==> src/rtl/button_gesture_decoder.sv <==
// Button gesture decoder: turns debounced press/release pulses into
// short/long/double/repeat event pulses, then holds off further input for a
// lockout window. Presses arriving during lockout are tallied in a
// saturating drop counter.
//
// state            | meaning
// -----------------+-------------------------------------------------------
// S_IDLE           | waiting for a press
// S_PRESSED        | first press held, timing toward the long threshold
// S_LONG_HELD      | long press held, emitting repeat pulses
// S_WAIT_SECOND    | short release seen, window open for a second press
// S_SECOND_PRESSED | second press held, waiting for its release
// S_LOCKOUT        | gesture complete, input ignored until window elapses
module button_gesture_decoder #(
  parameter logic [23:0] LONG_CYCLES    = 24'd12_000_000,
  parameter logic [23:0] DOUBLE_WINDOW  = 24'd6_000_000,
  parameter logic [23:0] REPEAT_CYCLES  = 24'd3_000_000,
  parameter logic [23:0] LOCKOUT_CYCLES = 24'd12_000_000
) (
  input  logic       i_clk,
  input  logic       i_reset,
  input  logic       i_press,
  input  logic       i_release,
  input  logic       i_clear_dropped,
  output logic       o_short_press,
  output logic       o_long_press,
  output logic       o_double_press,
  output logic       o_repeat,
  output logic       o_busy,
  output logic [7:0] o_dropped_count
);

  typedef enum logic [2:0] {
    S_IDLE,
    S_PRESSED,
    S_LONG_HELD,
    S_WAIT_SECOND,
    S_SECOND_PRESSED,
    S_LOCKOUT
  } state_t;

  state_t      r_state;
  logic [23:0] r_cnt;
  logic        r_short;
  logic        r_long;
  logic        r_double;
  logic        r_repeat;
  logic        r_busy;
  logic [7:0]  r_dropped;

  // A press coinciding with a release is discarded outright.
  logic w_press;
  logic w_long_tc;
  logic w_double_tc;
  logic w_repeat_tc;
  logic w_lockout_tc;

  assign w_press      = i_press & ~i_release;
  assign w_long_tc    = (r_cnt == LONG_CYCLES    - 24'd1);
  assign w_double_tc  = (r_cnt == DOUBLE_WINDOW  - 24'd1);
  assign w_repeat_tc  = (r_cnt == REPEAT_CYCLES  - 24'd1);
  assign w_lockout_tc = (r_cnt == LOCKOUT_CYCLES - 24'd1);

  // Gesture FSM with shared cycle counter and registered event pulses.
  always_ff @(posedge i_clk or negedge i_reset) begin
    if (!i_reset) begin
      r_state  <= S_IDLE;
      r_cnt    <= '0;
      r_short  <= 1'b0;
      r_long   <= 1'b0;
      r_double <= 1'b0;
      r_repeat <= 1'b0;
      r_busy   <= 1'b0;
    end else begin
      r_short  <= 1'b0;
      r_long   <= 1'b0;
      r_double <= 1'b0;
      r_repeat <= 1'b0;
      r_cnt    <= r_cnt + 24'd1;
      case (r_state)
        S_IDLE: begin
          r_cnt <= '0;
          if (w_press) begin
            r_state <= S_PRESSED;
            r_busy  <= 1'b1;
          end
        end
        S_PRESSED: begin
          // Release on the threshold edge still counts as a long press.
          if (w_long_tc) begin
            r_long  <= 1'b1;
            r_cnt   <= '0;
            r_state <= i_release ? S_LOCKOUT : S_LONG_HELD;
          end else if (i_release) begin
            r_cnt   <= '0;
            r_state <= S_WAIT_SECOND;
          end
        end
        S_LONG_HELD: begin
          // Release on a repeat edge suppresses that repeat.
          if (i_release) begin
            r_cnt   <= '0;
            r_state <= S_LOCKOUT;
          end else if (w_repeat_tc) begin
            r_repeat <= 1'b1;
            r_cnt    <= '0;
          end
        end
        S_WAIT_SECOND: begin
          // A press on the final window edge beats expiry.
          if (w_press) begin
            r_cnt   <= '0;
            r_state <= S_SECOND_PRESSED;
          end else if (w_double_tc) begin
            r_short <= 1'b1;
            r_cnt   <= '0;
            r_state <= S_LOCKOUT;
          end
        end
        S_SECOND_PRESSED: begin
          // No timeout here; the counter free-runs and is ignored.
          if (i_release) begin
            r_double <= 1'b1;
            r_cnt    <= '0;
            r_state  <= S_LOCKOUT;
          end
        end
        S_LOCKOUT: begin
          if (w_lockout_tc) begin
            r_cnt   <= '0;
            r_busy  <= 1'b0;
            r_state <= S_IDLE;
          end
        end
        default: begin
          r_cnt   <= '0;
          r_busy  <= 1'b0;
          r_state <= S_IDLE;
        end
      endcase
    end
  end

  // Saturating count of presses swallowed by lockout; clear has priority.
  always_ff @(posedge i_clk or negedge i_reset) begin
    if (!i_reset) begin
      r_dropped <= 8'd0;
    end else if (i_clear_dropped) begin
      r_dropped <= 8'd0;
    end else if ((r_state == S_LOCKOUT) && w_press && (r_dropped != 8'hFF)) begin
      r_dropped <= r_dropped + 8'd1;
    end
  end

  assign o_short_press   = r_short;
  assign o_long_press    = r_long;
  assign o_double_press  = r_double;
  assign o_repeat        = r_repeat;
  assign o_busy          = r_busy;
  assign o_dropped_count = r_dropped;

endmodule

==> config.mk <==
export PLATFORM = sky130hd
export DESIGN_NAME = button_gesture_decoder
export DESIGN_NICKNAME = d
export VERILOG_FILES = /design/src/rtl/button_gesture_decoder.sv
export SDC_FILE = /design/constraint.sdc
export NUM_CORES = 1
export LEC_CHECK = 0
export BUFFER_PORTS_ARGS = -buffer_cell sky130_fd_sc_hd__buf_2
export CAP_MARGIN = 5
export CORE_ASPECT_RATIO = 0.6
export CORE_MARGIN = 2
export CORE_UTILIZATION = 55
export DETAILED_ROUTE_END_ITERATION = 16
export MAX_ROUTING_LAYER = met4
export PLACE_DENSITY = 0.71
export SLEW_MARGIN = 25
export SYNTH_ARGS = -nofsm -noshare
export SYNTH_HDL_FRONTEND = slang
export SYNTH_SLANG_ARGS = --single-unit
==> constraint.sdc <==
create_clock -name i_clk -period 2.8 [get_ports i_clk]
set_input_delay 0.14 -clock i_clk [delete_from_list [all_inputs] [get_ports i_clk]]
set_output_delay 0.14 -clock i_clk [all_outputs]
set_load 0.1 [all_outputs]
# After elaboration in Yosys (flattened, before gate mapping)
# Index checks and enable logic that the tools add are counted.
# word_totals
inputBits	5
ff_bits	40
wordCells	67
out_inout_bits	13
# classes
n_bitwise	3
mux	32
reduce_logical	8
n_addsub	2
n_eq_ne	14
# ops
cell	n
two-way mux 24 bit	7
case mux 24 bit (5 select lines)	1
adder 24 x 1 -> 24 bit, second input constant	1
== test 24 x 22 -> 1 bit, second input constant	1
== test 24 x 23 -> 1 bit, second input constant	1
== test 24 bit, second input constant	1
two-way mux 3 bit	8
two-way mux 8 bit	2
case mux 3 bit (5 select lines)	1
two-way mux 1 bit	12
adder 8 x 1 -> 8 bit, second input constant	1
inequality test 8 bit, second input constant	1
== test 3 x 2 -> 1 bit, second input constant	2
== test 3 bit, second input constant	2
inequality test 3 bit, second input constant	2
AND reduction 5 bit	1
inequality test 2 bit, second input constant	2
OR reduction 4 bit	1
== test 3 x 1 -> 1 bit, second input constant	1
logical NOT 3 bit	1
case mux 1 bit (3 select lines)	1
AND reduction 3 bit	1
logical AND 1 bit	2
inequality test 2 x 1 -> 1 bit, second input constant	1
other kinds (4)	5

# Logic depth before layout (Yosys ltp)
# Gate-level depths: netlist of the first run.
# depth
ltp_word	6
mapped_depth	8

# Worst setup path before layout of the first run
# OpenSTA, ideal clock, no wires.
# synth_path
path_kind	register to register
from	register r_dropped[2], in the netlist o_dropped_count[2]
to	register r_dropped[1], in the netlist o_dropped_count[1]
n_path_buf	0
t_arrival_ns	2.005
slack_ns	0.667
required_ns	2.672
stages_incl_launch_ff	6
path_cell_list	dfrtp_1 -> and4_1 -> nand4_1 -> nand3_1 -> mux2i_1 -> nor2_1
# synth_between
elab_chain_len	3
# synth_lines
item	line_no	text
from (decl)	49	logic [7:0] r_dropped;
from (signal assigned)	151	r_dropped <= r_dropped + 8'd1;
inequality test 8 bit	150	end else if ((r_state == S_LOCKOUT) && w_press && (r_dropped != 8'hFF)) begin
logical AND 1 bit	150	
nonzero test 2 bit (no line)	-	
# Every way passes these cells.
# A chain may end at the register's enable or synchronous reset.

# Worst setup path after layout of the first run
# layout_path
from	register r_cnt[8]
to	register r_cnt[22]
# layout_between
elab_chain_len	4
elab_cells_between_ends	12
classes_between	add/sub (1); eq/ne (3); mux (8)
# layout_lines
item	line_no	text
from (decl)	43	logic [23:0] r_cnt;
from (signal assigned)	79	r_cnt <= r_cnt + 24'd1;
adder 24 x 1 -> 24 bit, or another cell as far along	79	
two-way mux 24 bit, on equally long branches	-	
two-way mux 24 bit, on equally long branches	111, 101, 90	
case mux 24 bit (5 select lines) *	80	case (r_state)
# Mark *: on every way between the ends. The rest lies on a longest branch, timed or not.

==> flow_summary.yaml, run 1 <==
clocking:
  clock_sink_count: 40
  cts_buffer_depth: 2
  root_buffer: "clkbuf_8"
  cts_hold_buf: 0
  clk_latency_ns: 0.28
  path_clk_slew_ns: 0.07
  cts_tree: "done"
  htreeDepth: 2
  cts_resized: 0
  post_cts_buffers: 0
  cts_made_buffers: 5
job:
  maxCapViolCount: 0
worst_setup_path:
  path_class: "flop to flop"
  critPathSlowestCell: "or3b_2"
  crit_path_start: "r_cnt[8]"
  end_kind: "flop"
  r2r_end: "r_cnt[22]"
  rr_worst_depth: 6
  cp-endpoint: "r_cnt[22]"
  crit_fanout: 23
  path_cells: "or3b_2 > or2_2 > o31ai_1 > and4_1 > buf_4 > nor2_1"
  r2r_start: "r_cnt[8]"
  max_stage_delay_ns: 0.50
  reg2reg_slack_ns: 0.57
  startpoint_type: "flop"
  worstPathRequired_ns: 2.97
  cp_data_arrival_time_ns: 2.40
worst_hold_path:
  hold_class: "input pin to async pin"
yosys:
  synth_area_leaders: "dfrtp_1, xor2_1, nor2_1, nand3_1, nand4_1"
  synthFlopType: "dfrtp_1"
  synth_area_um2: 2280
  yosysTopAreaCellShare_pct: 43.9
  yosys.area.top_type: "dfrtp_1"
  avgSynthCellArea_um2: 9.12
  synth_edf_count: 0
  synth_seq_cells: 40
  yosysWarnings: 0
  seq_area_frac_synth_pct: 43.9
  synth_cells: 250
  yosysUniqueCellTypes: 48
  syn_nets: 257
  async_flop_share_pct: 100
global_routing:
  grt_pass1_wl_um: 7880
  grt_max_degree: 41
  track_usage_pct: 23.0
  grt_antenna_before_repair: 0
  grt-ovfl-total: 0
  grt_pass1_vias: 1593
sta:
  fin_crit_sh_pct: 79.8
  drv_slew: 0
  finalClockSkew_ns: 0.00525
  tns_ns: 0
  rsz0062_at_grt: "no"
  slew_headroom_pct: 41.4
  timing.hold.ws_ns: -0.0287
  tightest_slew_ns: 0.880
  setup_viol: 0
  worst_slack_ns: 0.566
  hold_viol_final: 40
  clock.fmax_mhz: 448
  period_minus_slack_ns: 2.23
floorplanning:
  start_util_pct: 56.2
  fp.dieH_um: 53.9
  die_area_um2: 4690
  core_um2: 4050
  die_w_um: 87.1
  num_rows: 18
  pin_count: 18
drt:
  wire_per_inst_um: 15.2
  ant_nets: 0
  drt-initial-drc-count: 132
  wirelength_um: 4730
  vias_per_cell: 5.92
  drc_errors: 0
  vias: 1841
  dr.pass1.iters: 4
final_layout:
  final_cell_mix: "nor2_1, dfrtp_1, nand3_1, xor2_1"
  drive_above_1_share_pct: 10.3
  num_antenna_cells: 0
  fin_nets: 270
  n_fill_cell: 365
  syn2layout_area_growth_pct: 6.37
placed_design:
  port_buffers: 17
  post-place-ws_ns: 0.594
  hpwl_um: 3350
  gp_congestion: 0.918
pwr:
  peakVddDrop_v: 0.000296
  p_leak_nw: 1.04
  power_per_cell_area_nw_per_um2: 620
outcome:
  status: "complete, but fails checks"
  failed_checks: "hold timing"
[per-layer routing]
layer | GRT usage [%] | share of wire [%]
met5 | - | 0
met4 | 5.13 | 0.93
met3 | 5.21 | 7.0
met2 | 28.1 | 38
met1 | 37.0 | 54
[layout make-up]
class | count | area (um^2) | area share, %
clock buffer | 5 | 68.8 | 2.84
inverter | 4 | 15.0 | 0.619
multi-input combinational | 193 | 1180 | 48.6
sequential | 40 | 1000 | 41.3
tap | 50 | 62.6 | 2.58
timing repair buffer | 19 | 100 | 4.13
[flip-flops by register name (all words and copies together) (netlist names)]
| signal | cells |
|---|---|
| o_double_press | 1 |
| o_busy | 1 |
| o_repeat | 1 |
| r_cnt | 24 |
| r_state | 3 |
| o_short_press | 1 |
| o_dropped_count | 8 |
| o_long_press | 1 |
[worst min path at each step]
stage | endpoint | depth (start not counted) | slack (ns) | start
3_5_place_dp | r_cnt[14] | 1 | 0.31 | i_reset
5_1_grt | r_cnt[14] | 1 | 0.04 | i_reset
4_1_cts | r_cnt[14] | 1 | 0.006 | i_reset
2_1_floorplan | o_busy | 0 | -0.16 | i_reset
3_3_place_gp | r_cnt[14] | 1 | 0.30 | i_reset
6_report | r_cnt[14] | 1 | -0.03 | i_reset
[cell usage after synthesis (2+ instances only)]
master	instances
a21oi_1	6
inv_1	4
ha_1	2
o21ai_0	4
buf_1	2
nand2_1	17
nor4bb_1	2
xor2_1	22
nor4_1	4
nor2_1	40
buf_6	2
dfrtp_1	40
nor3b_1	4
and3_1	7
nor3_1	6
or4_1	3
or3b_2	2
nand3_1	22
and4_1	3
clkbuf_1	7
nand4_1	11
o21bai_1	2
o31ai_1	3
nor2b_1	3
and2_1	2
xnor2_1	5
nand2b_1	3
buf_8	2
[logic make-up (layout without fill, tap and decap cells)]
group / Yosys count / in the layout / synth area share (%)
adder cells (fa/ha/maj): 2 / 2 / 1.10
multiplexers: 1 / 1 / 0.439
AND/OR/NAND/NOR: 137 / 137 / 31.8
flip-flops: 40 / 40 / 43.9
XOR/XNOR: 27 / 27 / 10.4
AO/OA/AOI/OAI: 26 / 26 / 7.90
buffers and inverters: 17 / 28 / 4.45
[through the flow]
step / cells / area (um^2) / hold WS (ns) / power (W) / utilization (%)
floorplan: 250 / 2280 / -0.156 / 0.00116 / -
global placement: 306 / 2360 / 0.304 / 0.00118 / 58.1
detailed placement: 306 / 2360 / 0.312 / 0.00117 / 58.1
CTS: 311 / 2420 / 0.00604 / 0.00152 / 59.8
global route: 311 / 2420 / 0.0394 / 0.00160 / 59.8
finish: 311 / 2420 / -0.0287 / 0.00150 / 59.8
[critical path: cells and delay by family (launching register included)]
kind	cells	cell delay, ns
compound gates	1	0.23
buf+inv	1	0.25
simple gates	4	1.15
flops	1	0.46
[report_power, final]
group / internal, W / switching, W
clock: 0.000161 / 0.000178
sequential: 0.000623 / 0.000106
combinational: 0.000146 / 0.000289
total: 0.000930 / 0.000574
Note: power is estimated with default switching activity, not from simulation.
==> run 2: changes to the inputs <==
==> constraint.sdc (replaced) <==
create_clock -name i_clk -period 2.25 [get_ports i_clk]
set_input_delay 0.1125 -clock i_clk [delete_from_list [all_inputs] [get_ports i_clk]]
set_output_delay 0.1125 -clock i_clk [all_outputs]
set_load 0.1 [all_outputs]
==> flow_summary.yaml, run 2 (synthesis gave the netlist of run 1 again) <==
sta:
  fin_crit_sh_pct: 94.0
  setup_viol: 0
  period_minus_slack_ns: 2.12
  hold_viol_final: 0
  tns_ns: 0
  finalClockSkew_ns: 0.00600
  clock.fmax_mhz: 473
  tightest_slew_ns: 0.875
  drv_slew: 0
  slew_headroom_pct: 41.6
  rsz0062_at_grt: "no"
worst_setup_path:
  path_class: "flop to flop"
  reg2reg_slack_ns: 0.13
  worstPathRequired_ns: 2.44
  startpoint_type: "flop"
  rr_worst_depth: 6
  cp_data_arrival_time_ns: 2.30
  end_kind: "flop"
  crit_fanout: 23
  r2r_start: "r_cnt[6]"
  r2r_end: "r_cnt[19]"
clocking:
  path_clk_slew_ns: 0.08
  cts_tree: "done"
  clock_sink_count: 40
  root_buffer: "clkbuf_8"
  post_cts_buffers: 0
  cts_resized: 0
  htreeDepth: 2
  clk_latency_ns: 0.30
  cts_made_buffers: 5
  cts_hold_buf: 1
  cts_buffer_depth: 2
drt:
  drt-initial-drc-count: 137
  dr.pass1.iters: 4
  wire_per_inst_um: 15.7
  drc_errors: 0
  wirelength_um: 5090
  vias_per_cell: 5.93
  vias: 1928
  ant_nets: 0
floorplanning:
  start_util_pct: 56.2
  die_w_um: 87.1
  fp.dieH_um: 53.9
  num_rows: 18
  core_um2: 4050
  die_area_um2: 4690
  pin_count: 18
final_layout:
  drive_above_1_share_pct: 14.5
  num_antenna_cells: 0
  final_cell_mix: "nor2_1, dfrtp_1, nand3_1, xor2_1"
  fin_area_um2: 2580
  largest_reg_flops: 24
  syn2layout_area_growth_pct: 13.2
  registers.top_by_ff_count: "r_cnt"
  fin_nets: 281
global_routing:
  grt_antenna_before_repair: 0
  track_usage_pct: 25.0
  grt_max_degree: 41
  grt-ovfl-total: 0
  grt_pass1_vias: 1685
  grt_pass1_wl_um: 8510
worst_hold_path:
  min_from: "i_clear_dropped"
  hold_class: "input pin to flop"
  whs_path_depth: 2
  whs_endpoint: "o_dropped_count[7]"
placed_design:
  gp_congestion: 0.931
  hpwl_um: 3600
  dpl_cell_area_um2: 2440
  port_buffers: 17
pwr:
  switchingPower_w: 0.000770
  sequentialPowerShare_pct: 40.6
  switching_share_pct: 35.5
  p_leak_nw: 1.13
  p_clk_share_pct: 29.7
  combPwrFrac_pct: 29.7
  peakVddDrop_v: 0.000425
  power_per_cell_area_nw_per_um2: 842
  p_int_w: 0.00140
job:
  maxCapViolCount: 0
outcome:
  status: "finished, final reports clean"
-- run 2: cell types whose count changed in the layout (fill, tap and decap cells not counted), sizes merged --
cell / before / now
dlygate4sd3: 0 / 1
buf: 19 / 29
clkbuf: 5 / 7
bufinv: 0 / 1
-- run 2: metal layers --
metal  vias to the layer above  track usage [%]  part of all wire (%)  wire length [um]
li1                        936                -                     -                 -
met1                       932             39.5                    53              2690
met2                        58             30.8                    40              2030
met3                         2             7.52                   6.9               352
met4                         0             4.10                  0.33                17
met5                         -                -                     0                 0
-- run 2: through the flow --
stage	setup slack [ns]	util [%]	hold WS [ns]	cells	total power [W]
2_1_floorplan	0.117	-	-0.183	250	0.00144
3_3_place_gp	0.226	60.3	0.281	316	0.00152
3_5_place_dp	0.176	60.3	0.288	316	0.00154
4_1_cts	0.155	63.6	0.0871	325	0.00219
5_1_grt	0.0485	63.6	0.0907	325	0.00230
6_report	0.134	63.6	0.0990	325	0.00217
-- run 2: layout make-up --
cell class,count,area [um^2]
flip-flops and latches,40,1000
multi-input cells,193,1180
clock buffers,7,96.3
clock inverters,1,30.0
inverters,4,15.0
fillers,354,1470
well taps,50,62.6
repair buffers,30,198
-- run 2: worst max-delay path, cell delays in order (launching register included) --
cell	delay, ns
dfrtp_1	0.44
or4b_1	0.50
or3_1	0.36
o31ai_1	0.19
and4_1	0.26
buf_12	0.17
nor2_1	0.07
-- run 2: worst max path at each step --
stage                             startpoint            endpoint  slack (ns)  cells past startpoint
after floorplan           o_dropped_count[2]  o_dropped_count[1]        0.12                      5
after global placement              r_cnt[0]           r_cnt[23]        0.23                      7
after detailed placement            r_cnt[6]           r_cnt[19]        0.18                      6
after CTS                           r_cnt[6]           r_cnt[21]        0.16                      6
after global routing                r_cnt[6]           r_cnt[20]        0.05                      6
final                               r_cnt[6]           r_cnt[19]        0.13                      6
-- run 2: power groups by stage --
stage | Sequential (W) | Clock (W) | Combinational [W]
after global routing | 0.000896 | 0.000697 | 0.000707
after detailed placement | 0.000894 | 0 | 0.000644
final | 0.000882 | 0.000644 | 0.000645
after global placement | 0.000891 | 0 | 0.000632
after floorplan | 0.000928 | 0 | 0.000517
after CTS | 0.000881 | 0.000661 | 0.000649
